$ cat src/rtl/mux_sel_sequencer.sv
// mux_sel_sequencer
//
// Generates the select for the N-to-1 switch mux. The select steps one position per debounced
// key press, or automatically at a fixed rate when auto mode is enabled. A registered one-hot
// copy of the select drives the board LEDs.
//
// Ports:
//   CLOCK_50    in   system clock
//   RESET_N     in   asynchronous active-low reset
//   STEP_N      in   raw pushbutton, active-low, asynchronous, bouncy
//   AUTO_EN     in   raw switch, 1 = auto-step, asynchronous
//   DIR         in   raw switch, 0 = increment, 1 = decrement, asynchronous
//   SEL         out  registered mux select, always within 0..NUM_IN-1
//   SEL_ONEHOT  out  registered one-hot copy of SEL
//   STEP        out  one-cycle pulse in the cycle SEL first shows a new value
module mux_sel_sequencer #(
  parameter int unsigned NUM_IN     = 5,
  parameter int unsigned SEL_W      = 3,
  parameter int unsigned DEB_CYCLES = 1_000_000,
  parameter int unsigned TICK_DIV   = 50_000_000
) (
  input  logic              CLOCK_50,
  input  logic              RESET_N,
  input  logic              STEP_N,
  input  logic              AUTO_EN,
  input  logic              DIR,
  output logic [SEL_W-1:0]  SEL,
  output logic [NUM_IN-1:0] SEL_ONEHOT,
  output logic              STEP
);

  localparam int unsigned DebW  = (DEB_CYCLES > 1) ? $clog2(DEB_CYCLES) : 1;
  localparam int unsigned TickW = (TICK_DIV > 1) ? $clog2(TICK_DIV) : 1;

  // Two-flop synchronisers; the key idles high so its flops reset to 1.
  logic key_meta_q, key_sync_q;
  logic auto_meta_q, auto_sync_q;
  logic dir_meta_q, dir_sync_q;

  // Debouncer and press edge detector.
  logic            deb_key_q, deb_key_d;
  logic            deb_key_prev_q;
  logic [DebW-1:0] deb_cnt_q, deb_cnt_d;
  logic            man_req_q, man_req_d;

  // Auto-step prescaler.
  logic [TickW-1:0] presc_q, presc_d;
  logic             tick;

  // Select state.
  logic              advance;
  logic [SEL_W-1:0]  sel_q, sel_d;
  logic [NUM_IN-1:0] onehot_q, onehot_d;
  logic              step_q, step_d;

  // Debounce: count only while the synchronised key disagrees with the accepted level; any
  // agreement (a bounce back) restarts the count from zero.
  always_comb begin
    deb_key_d = deb_key_q;
    deb_cnt_d = '0;
    if (key_sync_q != deb_key_q) begin
      if (deb_cnt_q == DebW'(DEB_CYCLES - 1)) begin
        deb_key_d = key_sync_q;
        deb_cnt_d = '0;
      end else begin
        deb_cnt_d = deb_cnt_q + DebW'(1);
      end
    end
  end

  // Press only (1->0); release is ignored so a held key gives exactly one step.
  assign man_req_d = deb_key_prev_q & ~deb_key_q;

  assign tick = auto_sync_q && (presc_q == TickW'(TICK_DIV - 1));

  always_comb begin
    presc_d = '0;
    if (auto_sync_q && !tick) begin
      presc_d = presc_q + TickW'(1);
    end
  end

  // A manual request coinciding with a tick still advances only once.
  assign advance = man_req_q | tick;

  always_comb begin
    sel_d = sel_q;
    if (advance) begin
      if (!dir_sync_q) begin
        sel_d = (sel_q == SEL_W'(NUM_IN - 1)) ? '0 : sel_q + SEL_W'(1);
      end else begin
        sel_d = (sel_q == '0) ? SEL_W'(NUM_IN - 1) : sel_q - SEL_W'(1);
      end
    end
  end

  // Decode from sel_d so the LEDs change on the same edge as SEL.
  always_comb begin
    onehot_d = '0;
    for (int unsigned i = 0; i < NUM_IN; i++) begin
      onehot_d[i] = (sel_d == SEL_W'(i));
    end
  end

  assign step_d = advance;

  always_ff @(posedge CLOCK_50 or negedge RESET_N) begin
    if (!RESET_N) begin
      key_meta_q     <= 1'b1;
      key_sync_q     <= 1'b1;
      auto_meta_q    <= 1'b0;
      auto_sync_q    <= 1'b0;
      dir_meta_q     <= 1'b0;
      dir_sync_q     <= 1'b0;
      deb_key_q      <= 1'b1;
      deb_key_prev_q <= 1'b1;
      deb_cnt_q      <= '0;
      man_req_q      <= 1'b0;
      presc_q        <= '0;
      sel_q          <= '0;
      onehot_q       <= NUM_IN'(1);
      step_q         <= 1'b0;
    end else begin
      key_meta_q     <= STEP_N;
      key_sync_q     <= key_meta_q;
      auto_meta_q    <= AUTO_EN;
      auto_sync_q    <= auto_meta_q;
      dir_meta_q     <= DIR;
      dir_sync_q     <= dir_meta_q;
      deb_key_q      <= deb_key_d;
      deb_key_prev_q <= deb_key_q;
      deb_cnt_q      <= deb_cnt_d;
      man_req_q      <= man_req_d;
      presc_q        <= presc_d;
      sel_q          <= sel_d;
      onehot_q       <= onehot_d;
      step_q         <= step_d;
    end
  end

  assign SEL        = sel_q;
  assign SEL_ONEHOT = onehot_q;
  assign STEP       = step_q;

endmodule

$ cat config.mk
export PLATFORM = sky130hd
export DESIGN_NAME = mux_sel_sequencer
export DESIGN_NICKNAME = d
export VERILOG_FILES = /design/src/rtl/mux_sel_sequencer.sv
export SDC_FILE = /design/constraint.sdc
export NUM_CORES = 1
export LEC_CHECK = 0
export ABC_AREA = 1
export CAP_MARGIN = 10
export CORE_MARGIN = 2
export CORE_UTILIZATION = 45
export DETAILED_ROUTE_END_ITERATION = 10
export HOLD_SLACK_MARGIN = 0.02
export RECOVER_POWER = 100
export SLEW_MARGIN = 5
export SYNTH_ARGS = -nofsm -noshare
export SYNTH_HDL_FRONTEND = slang
export SYNTH_SLANG_ARGS = --single-unit
$ cat constraint.sdc
create_clock -name CLOCK_50 -period 1.8 [get_ports CLOCK_50]
set_clock_uncertainty 0.2 [all_clocks]
set_input_delay 0.36 -clock CLOCK_50 [delete_from_list [all_inputs] [get_ports CLOCK_50]]
set_output_delay 0.36 -clock CLOCK_50 [all_outputs]
set_load 0.01 [all_outputs]
==> results of run 1 <==
==> layer usage <==
| layer | vias up | share of wire | track usage |
|---|---|---|---|
| li1 | 1399 | - | - |
| met5 | - | 0 | 0 |
| met4 | 0 | 0.014 | 0.0744 |
| met2 | 29 | 0.47 | 0.290 |
| met3 | 7 | 0.029 | 0.0364 |
| met1 | 1283 | 0.48 | 0.254 |
==> critical path, stage by stage, from the launching register on <==
cell,delay (ns)
dfrtp_1,0.37
ha_2,0.19
nand4_1,0.22
nor2_2,0.22
nand3_2,0.11
nand2_4,0.10
buf_6,0.12
a21oi_1,0.04
o21a_1,0.10
==> area by class of cell <==
class / count / area [sq um]
Inverter: 51 / 191
Clock inverter: 5 / 81.3
Fill cell: 639 / 2670
Clock buffer: 11 / 131
Timing Repair Buffer: 62 / 519
Multi-Input combinational cell: 279 / 1550
Tap cell: 96 / 120
Sequential cell: 64 / 1610
==> how the worst max path moves through the flow <==
stage	to	cells past startpoint
final	deb_cnt_q[14]	8
after global routing	deb_cnt_q[17]	8
after CTS	presc_q[20]	9
after detailed placement	presc_q[22]	10
after global placement	presc_q[22]	10
after floorplan	presc_q[22]	10
==> layout by cell type, fill, tap and decap left out, types with 3 or more instances in the layout <==
cell type        instances
dfrtp_1                 59
o21a_1                   5
dfstp_2                  5
o21ai_0                  3
buf_6                    4
clkbuf_8                 9
inv_1                   44
clkbuf_1                 3
dlygate4sd3_1            4
dlygate4sd2_1            4
a21oi_1                 14
xor2_1                  13
ha_1                     3
nand4_1                  6
nand2_1                 70
nor2_2                   8
inv_2                    7
nand2_4                  3
nor3_1                  17
nor2_1                  65
clkdlybuf4s25_1          3
nor3_2                   3
buf_4                   42
xnor2_1                  4
nand3_1                 27
nand2_2                 11
nor2_4                   7
==> sequential cells by signal, summed over array words and instances, names as in the netlist <==
| signal | cells |
|---|---|
| key_meta_q | 1 |
| auto_meta_q | 1 |
| SEL | 3 |
| presc_q | 26 |
| auto_sync_q | 1 |
| dir_sync_q | 1 |
| dir_meta_q | 1 |
| SEL_ONEHOT | 5 |
| deb_key_prev_q | 1 |
| STEP | 1 |
| man_req_q | 1 |
| deb_cnt_q | 20 |
| deb_key_q | 1 |
| key_sync_q | 1 |
==> cells by family after synthesis <==
group,share of synthesized area
flip-flops,0.497
AND/OR/NAND/NOR,0.314
AO/OA/AOI/OAI,0.0537
multiplexers,0.00348
XOR/XNOR,0.0460
buffers and inverters,0.0668
adder cells (fa/ha/maj),0.0193
==> through the flow <==
stage / worst slack (ns) / area (sq um) / utilization / total power, mW / setup TNS [ns]
floorplan: 0.0440 / 3240 / - / 1.54 / 0
global placement: 0.0426 / 3740 / 0.544 / 1.61 / 0
detailed placement: 0.00978 / 3740 / 0.544 / 1.61 / 0
CTS: 0.0103 / 3970 / 0.579 / 2.96 / 0
global route: -0.103 / 4200 / 0.612 / 3.04 / -1.37
finish: 0.00844 / 4200 / 0.612 / 2.93 / 0
==> power by group <==
group / switching [mW] / internal, mW / total, mW
registers: 0.0151 / 1.46 / 1.47
logic: 0.0723 / 0.0507 / 0.123
clock network: 0.558 / 0.781 / 1.34
==> timing repair <==
item	in CTS	in global routing
setup endpoints to repair	5	48
buffers inserted	2	12
pin swaps	2	15
gates cloned	0	0
endpoints found under the hold margin	14	0
hold buffers	1	0
gates resized for setup	5	47
==> results.sh, run 1 <==
export IMPL_ir_worst_vdd_mv=0.335
export IMPL_max_freq_mhz=558
export IMPL_period_needed_ns=1.79
export IMPL_outcome="finished, final reports clean"
export IMPL_fin_cells=568
export IMPL_critPathArrivalTime_ns=1.81
export IMPL_crit_type="register to register"
export IMPL_clk_latency_ns=0.33
export IMPL_holdWs_ns=0.155
export IMPL_vias=2718
export IMPL_yosys_top_cells_count="nand2_1 (79), nor2_1 (74), dfrtp_1 (59)"
export IMPL_grt_pass1_wl_mm=11.2
export IMPL_ys_flop_type="dfrtp_1"
export IMPL_synth_top_area_share=0.456
export IMPL_hold_start="key_meta_q"
export IMPL_netlist_area_sq_um=3240
export IMPL_drive_gt1_frac=0.252
export IMPL_synth_distinct_cells=31
export IMPL_antennaDiodeCount=0
export IMPL_startpoint_type="register"
export IMPL_cts_max_level=3
export IMPL_numCtsBuffers=9
export IMPL_worst_pin_slew_ns=0.947
export IMPL_required_ns=1.82
export IMPL_cts_root_buf="clkbuf_8"
export IMPL_synth_edf_count=0
export IMPL_p_per_area_nw_per_um2=698
export IMPL_nNetsFinal=477
export IMPL_die_height_microns=88.8
export IMPL_synth_largest_area_cell="dfrtp_1"
export IMPL_path_max_fanout=5
export IMPL_synth_area_top_cells="dfrtp_1 (46%), nand2_1 (9.2%), nor2_1 (8.6%)"
export IMPL_synth_area_per_cell_sq_um=8.14
export IMPL_die_area_sq_um=7890
export IMPL_tritoncts="done"
export IMPL_drcViolationCount=0
export IMPL_finalHoldViolCount=0
export IMPL_min_path_type="register to register"
export IMPL_ys_warn_count=0
export IMPL_grt_pass1_vias=2569
export IMPL_yosysSeqAreaShare=0.497
export IMPL_drt_iter0_markers=124
export IMPL_wl_per_cell_microns=12.2
export IMPL_r2r_end="deb_cnt_q[14]"
export IMPL_reg2reg_slack_ns=0.008
export IMPL_initial_core_util=0.471
export IMPL_first_pass_iters=4
export IMPL_port_buffers=13
export IMPL_die_w_microns=88.8
export IMPL_power_leakage_nw=1.88
export IMPL_placed_cells=537
export IMPL_cts_max_path_buffers=2
export IMPL_grt_overflow_total=0
export IMPL_row_count=30
export IMPL_place_congestion=0.920
export IMPL_grt_setup_unrepaired="true"
export IMPL_syn_inst=398
export IMPL_drv_slew=0
export IMPL_crit_path_start="deb_cnt_q[0]"
export IMPL_cts_sinks=64
export IMPL_wl_mm=6.93
export IMPL_ioPinCount=14
export IMPL_setup_violations_final=0
export IMPL_dp_hpwl_mm=4.93
export IMPL_synth_seq_cells=64
export IMPL_period_share=0.995
export IMPL_end_kind="register"
export IMPL_syn_to_final_growth_pct=29.8
export IMPL_hold_path_depth=0
export IMPL_relSlewSlack=0.369
export IMPL_synth_most_common_cell="nand2_1"
export IMPL_antenna_found_initial=0
export IMPL_coreArea_sq_um=6870
export IMPL_holdPathEnd="key_sync_q"
export IMPL_path_clk_slew_ns=0.07
export IMPL_grt_start_max_net_pins=26
export IMPL_track_usage=0.186
export IMPL_syn_nets=408
export IMPL_via_per_inst=4.79
export IMPL_worstReg2RegStart="deb_cnt_q[0]"
export IMPL_async_flop_share=1.00
export IMPL_ant_nets=0
export IMPL_maxCapViolations=0
export IMPL_worst_r2r_cell_count=8
No activity file was read; power rests on OpenSTA's default activity.
==> run 2: changes to the inputs <==
--- a/config.mk
+++ b/config.mk
@@ -6,7 +6,6 @@
 export NUM_CORES = 1
 export LEC_CHECK = 0
 export ABC_AREA = 1
-export CAP_MARGIN = 10
 export CORE_MARGIN = 2
 export CORE_UTILIZATION = 45
 export DETAILED_ROUTE_END_ITERATION = 10
==> constraint.sdc (replaced) <==
create_clock -name CLOCK_50 -period 1.64 [get_ports CLOCK_50]
set_clock_uncertainty 0.2 [all_clocks]
set_input_delay 0.328 -clock CLOCK_50 [delete_from_list [all_inputs] [get_ports CLOCK_50]]
set_output_delay 0.328 -clock CLOCK_50 [all_outputs]
set_load 0.01 [all_outputs]
==> run 2 against run 1 <==
- the run now ends with setup timing left
- final cell count rose by 7.9%
- sequential power is 10% higher
- first-iteration DRC count decreased by 2.4%
- clock-buffer cell count is the same
- final area grew 16%
- sequential share of layout area down 5.2 points
- critical endpoint is now SEL_ONEHOT[4]
- largest cell class is now multi-input combinational cells
==> results.sh, run 2 (synthesis gave the netlist of run 1 again) <==
export IMPL_nNetsFinal=522
export IMPL_track_usage=0.220
export IMPL_end_kind="register"
export IMPL_violations="setup timing"
export IMPL_tritoncts="done"
export IMPL_antennaDiodeCount=0
export IMPL_p_sw_uw=735
export IMPL_worst_pin_slew_ns=0.399
export IMPL_drive_gt1_frac=0.441
export IMPL_seq_power_share=0.514
export IMPL_cts_root_buf="clkbuf_8"
export IMPL_crit_type="register to register"
export IMPL_path_max_fanout=4
export IMPL_drv_slew=0
export IMPL_critical_path_top_delay_family="simple AND/OR/NAND/NOR gates"
export IMPL_antenna_found_initial=0
export IMPL_first_pass_iters=4
export IMPL_finalHoldViolCount=0
export IMPL_fin_ws_ns=-0.176
export IMPL_required_ns=1.68
export IMPL_path_buf_inv=1
export IMPL_setup_violations_final=40
export IMPL_cts_max_path_buffers=2
export IMPL_coreArea_sq_um=6870
export IMPL_regArea_sq_um=1610
export IMPL_ant_nets=0
export IMPL_clk_latency_ns=0.35
export IMPL_port_buffers=13
export IMPL_max_freq_mhz=551
export IMPL_min_path_type="register to register"
export IMPL_initial_core_util=0.471
export IMPL_final_common_cell="buf_4"
export IMPL_finalPower_mw=3.14
export IMPL_ir_worst_vdd_mv=0.479
export IMPL_grt_pass1_vias=3003
export IMPL_power_leakage_nw=2.23
export IMPL_drt_iter0_markers=121
export IMPL_cpMostUsedCell="nand2_2"
export IMPL_via_per_inst=4.99
export IMPL_vias=3056
export IMPL_slowest_stage="dfrtp_1"
export IMPL_pwr_share_clk=0.436
export IMPL_row_count=30
export IMPL_outcome="finished, violations left"
export IMPL_layout_common_cells="buf_4 (75), dfrtp_1 (57), nand2_1 (56), nor2_1 (53), inv_1 (40)"
export IMPL_wl_per_cell_microns=13.5
export IMPL_grt_overflow_total=0
export IMPL_period_needed_ns=1.82
export IMPL_maxCapViolations=0
export IMPL_relSlewSlack=0.734
export IMPL_multi_input_area_sq_um=1870
export IMPL_startpoint_type="register"
export IMPL_path_cells="nand2_2 -> nor2_4 -> nand2_2 -> nor2_2 -> nand3_4 -> buf_6 -> nand3_1 -> nand2_1 -> nand2_2 -> nor2_2"
export IMPL_path_clk_slew_ns=0.07
export IMPL_slowest_delay_ns=0.40
export IMPL_p_per_area_nw_per_um2=646
export IMPL_holdWs_ns=0.160
export IMPL_place_congestion=0.843
export IMPL_cts_sinks=64
export IMPL_grt_setup_unrepaired="true"
export IMPL_numCtsBuffers=9
export IMPL_die_height_microns=88.8
export IMPL_syn_to_final_growth_pct=50.2
export IMPL_die_w_microns=88.8
export IMPL_cts_max_level=3
export IMPL_die_area_sq_um=7890
export IMPL_wl_mm=8.29
export IMPL_grt_start_max_net_pins=30
export IMPL_combPwrFrac=0.050
export IMPL_top_register="presc_q"
export IMPL_fillers=522
export IMPL_grt_pass1_wl_mm=13.3
export IMPL_dp_hpwl_mm=5.38
export IMPL_critPathArrivalTime_ns=1.85
export IMPL_period_share=1.11
export IMPL_ioPinCount=14
export IMPL_switching_share=0.234
export IMPL_internal_power_mw=2.41
export IMPL_drcViolationCount=0
export IMPL_largest_reg_flops=26
[run 2: cell types whose count changed in the layout (fill, tap and decap cells not counted), moves of 9 or more]
cell and change:
nand2_1 -14, nand3_1 -9, buf_4 +33, nand2_2 +9
nor3_1 -9, nor2_1 -12, buf_6 +11
[run 2: cell type report]
type,count,area share
flip-flops and latches,64,0.331
repair buffers,107,0.180
well taps,96,0.0247
clock buffers,11,0.0291
inverters,51,0.0399
clock inverters,5,0.0116
multi-input cells,279,0.383
[run 2: what timing repair did]
item                       in CTS  in global routing
hold buffers                    1                  0
gates resized for setup        65                 80
hold endpoints to repair       13                  0
setup endpoints to repair      58                 55
buffers inserted               19                 11
gates cloned                    1                  0
pin swaps                      27                 34
[run 2: final timing paths]
kind	start	endpoint	slack, ns	cells past startpoint
setup / recovery	presc_q[13]	SEL_ONEHOT[4]	-0.18	10
hold / removal	auto_meta_q	auto_sync_q	0.16	0
setup reg to reg	presc_q[13]	SEL_ONEHOT[4]	-0.18	10
hold reg to reg	auto_meta_q	auto_sync_q	0.16	0
max in group asynchronous	RESET_N	key_sync_q	0.20	3
min in group asynchronous	RESET_N	presc_q[12]	0.23	2
[run 2: through the flow]
stage,utilization,instances,setup TNS [ns],instance area (sq um),setup slack (ns)
2_1_floorplan,-,398,-0.0926,3290,-0.0725
3_3_place_gp,0.586,570,-2.76,4030,-0.189
3_5_place_dp,0.586,570,-2.75,4030,-0.176
4_1_cts,0.664,607,-1.50,4560,-0.109
5_1_grt,0.708,613,-6.77,4860,-0.252
6_report,0.708,613,-2.74,4860,-0.176
[run 2: worst reg2reg max path, delay by kind of cell (launching register included)]
kind,cells,cell delay (ns)
and+or+nand+nor,9,0.95
buffers and inverters,1,0.16
DFF,1,0.40
[run 2: power by group through the flow]
stage               combinational [mW]  sequential [mW]  clock [mW]
floorplan                       0.0495             1.64           0
global placement                 0.133             1.64           0
detailed placement               0.136             1.64           0
CTS                              0.159             1.61        1.40
global route                     0.179             1.62        1.49
finish                           0.157             1.62        1.37
[run 2: metal layers]
layer	part of all wire	vias to the layer above	wire (microns)	global-route usage
met1	0.44	1491	3660	0.284
met3	0.027	20	225	0.0448
met4	0.025	0	205	0.0923
met2	0.51	49	4190	0.360
met5	0	-	0	0
li1	-	1496	-	-
==> run 3: changes to the inputs <==
==> constraint.sdc (replaced) <==
create_clock -name CLOCK_50 -period 2.1 [get_ports CLOCK_50]
set_clock_uncertainty 0.2 [all_clocks]
set_input_delay 0.42 -clock CLOCK_50 [delete_from_list [all_inputs] [get_ports CLOCK_50]]
set_output_delay 0.42 -clock CLOCK_50 [all_outputs]
set_load 0.01 [all_outputs]
==> run 3 against run 2 <==
- the flow now finishes without violations
- final cell count shrank 14%
- non-clock buffer count fell by 87
- clock-buffer cell count fell by 2
- first-iteration DRC count down 31%
- die area unchanged
- via count is 17% lower
- critical path depth down 9
- register-to-register slack improved by 0.40 ns
- hold slack worse by 0.0056 ns
- clock power shrank 33%
- setup slack better by 0.27 ns
- critical endpoint is now SEL_ONEHOT[0]
==> results.sh, run 3 (synthesis gave the netlist of run 1 again) <==
export IMPL_outcome="finished, final reports clean"
export IMPL_critical_path_top_delay_family="flip-flops"
export IMPL_period_share=0.955
export IMPL_ioPinCount=14
export IMPL_end_kind="primary output"
export IMPL_tns_ns=0
export IMPL_antenna_found_initial=0
export IMPL_wl_mm=6.13
export IMPL_layout_common_cells="nand2_1 (80), nor2_1 (74), dfrtp_1 (59), inv_1 (46), nand3_1 (29)"
export IMPL_drcViolationCount=0
export IMPL_cts_max_path_buffers=2
export IMPL_cts_root_buf="clkbuf_8"
export IMPL_vias=2538
export IMPL_drive_gt1_frac=0.107
export IMPL_cts_sinks=64
export IMPL_die_area_sq_um=7890
export IMPL_grt_overflow_total=0
export IMPL_placed_cells=509
export IMPL_place_ws_ns=0.175
export IMPL_dp_hpwl_mm=4.51
export IMPL_largest_reg_flops=26
export IMPL_worst_pin_slew_ns=0.849
export IMPL_drt_iter0_markers=83
export IMPL_ant_nets=0
export IMPL_die_w_microns=88.8
export IMPL_antennaDiodeCount=0
export IMPL_initial_core_util=0.471
export IMPL_post_cts_buffers=0
export IMPL_max_freq_mhz=498
export IMPL_fin_ws_ns=0.0937
export IMPL_switching_share=0.247
export IMPL_slowest_stage="dfstp_2"
export IMPL_period_needed_ns=2.01
export IMPL_ir_worst_vdd_mv=0.384
export IMPL_grt_pass1_vias=2467
export IMPL_row_count=30
export IMPL_fin_cells=526
export IMPL_cts_max_level=3
export IMPL_place_area_sq_um=3530
export IMPL_slowest_delay_ns=0.52
export IMPL_numCtsBuffers=9
export IMPL_required_ns=1.48
export IMPL_clk_latency_ns=0.34
export IMPL_p_sw_uw=557
export IMPL_wl_per_cell_microns=11.7
export IMPL_relSlewSlack=0.434
export IMPL_pwr_share_clk=0.406
export IMPL_nNetsFinal=435
export IMPL_seq_power_share=0.558
export IMPL_holdWs_ns=0.154
export IMPL_finalHoldViolCount=0
export IMPL_grt_setup_unrepaired="false"
export IMPL_grt_start_max_net_pins=65
export IMPL_min_path_type="register to register"
export IMPL_track_usage=0.179
export IMPL_critPathArrivalTime_ns=1.39
export IMPL_combPwrFrac=0.035
export IMPL_power_leakage_nw=1.62
export IMPL_die_height_microns=88.8
export IMPL_first_pass_iters=4
export IMPL_post_route_util=0.537
export IMPL_place_congestion=0.854
export IMPL_crit_type="register to primary output"
export IMPL_final_common_cell="nand2_1"
export IMPL_path_clk_slew_ns=0.08
export IMPL_finalPower_mw=2.26
export IMPL_port_buffers=13
export IMPL_setup_violations_final=0
export IMPL_via_per_inst=4.83
export IMPL_startpoint_type="register"
export IMPL_syn_to_final_growth_pct=14.0
export IMPL_path_cells="clkdlybuf4s50_1"
export IMPL_path_buf_inv=1
export IMPL_p_per_area_nw_per_um2=611
export IMPL_grt_pass1_wl_mm=10.9
export IMPL_tritoncts="done"
export IMPL_maxCapViolations=0
export IMPL_coreArea_sq_um=6870
export IMPL_drv_slew=0
export IMPL_internal_power_mw=1.70
export IMPL_top_register="presc_q"
export IMPL_path_max_fanout=1
export IMPL_stdcell_area_sq_um=3690
==> run 3: changes by cell type in the layout (fill, tap and decap cells not counted), sizes merged <==
cell           change
dlygate4sd2        -6
clkdlybuf4s50      +2
clkbuf             -5
buf               -87
clkinvlp           +3
dlygate4sd3        +7
bufinv             -1
==> run 3: timing repair <==
item	CTS	global route
endpoints found under the hold margin	59	0
setup endpoints to repair	0	1
hold buffers	1	0
resized for setup	0	1
==> run 3: final cells by class <==
type	count	area, sq um
Timing Repair Buffer	20	189
Tap cell	96	120
Inverter	51	191
Clock inverter	7	48.8
Multi-Input combinational cell	279	1410
Sequential cell	64	1610
Clock buffer	9	124
Fill cell	672	3180
==> run 3: path summary, 6_finish.rpt <==
path                               start             to  slack, ns  depth (start not counted)
setup / recovery           SEL_ONEHOT[0]  SEL_ONEHOT[0]       0.09                          1
hold / removal               auto_meta_q    auto_sync_q       0.15                          0
setup reg to reg              presc_q[1]    presc_q[16]       0.22                          8
hold reg to reg              auto_meta_q    auto_sync_q       0.15                          0
max in group asynchronous        RESET_N    presc_q[11]       0.51                          3
min in group asynchronous        RESET_N    presc_q[16]       0.64                          3
==> run 3: power groups by stage <==
stage / logic, mW / registers (mW) / clock network (mW)
after CTS: 0.0890 / 1.26 / 0.956
after floorplan: 0.0349 / 1.28 / 0
final: 0.0800 / 1.26 / 0.917
after global placement: 0.0857 / 1.28 / 0
after global routing: 0.0939 / 1.26 / 1.02
after detailed placement: 0.0872 / 1.28 / 0
==> run 3: layer usage <==
metal,part of all wire,track usage,up-vias
li1,-,-,1316
met1,0.49,0.237,1191
met2,0.47,0.282,22
met3,0.021,0.0448,9
met4,0.017,0.0702,0
met5,0,0,-
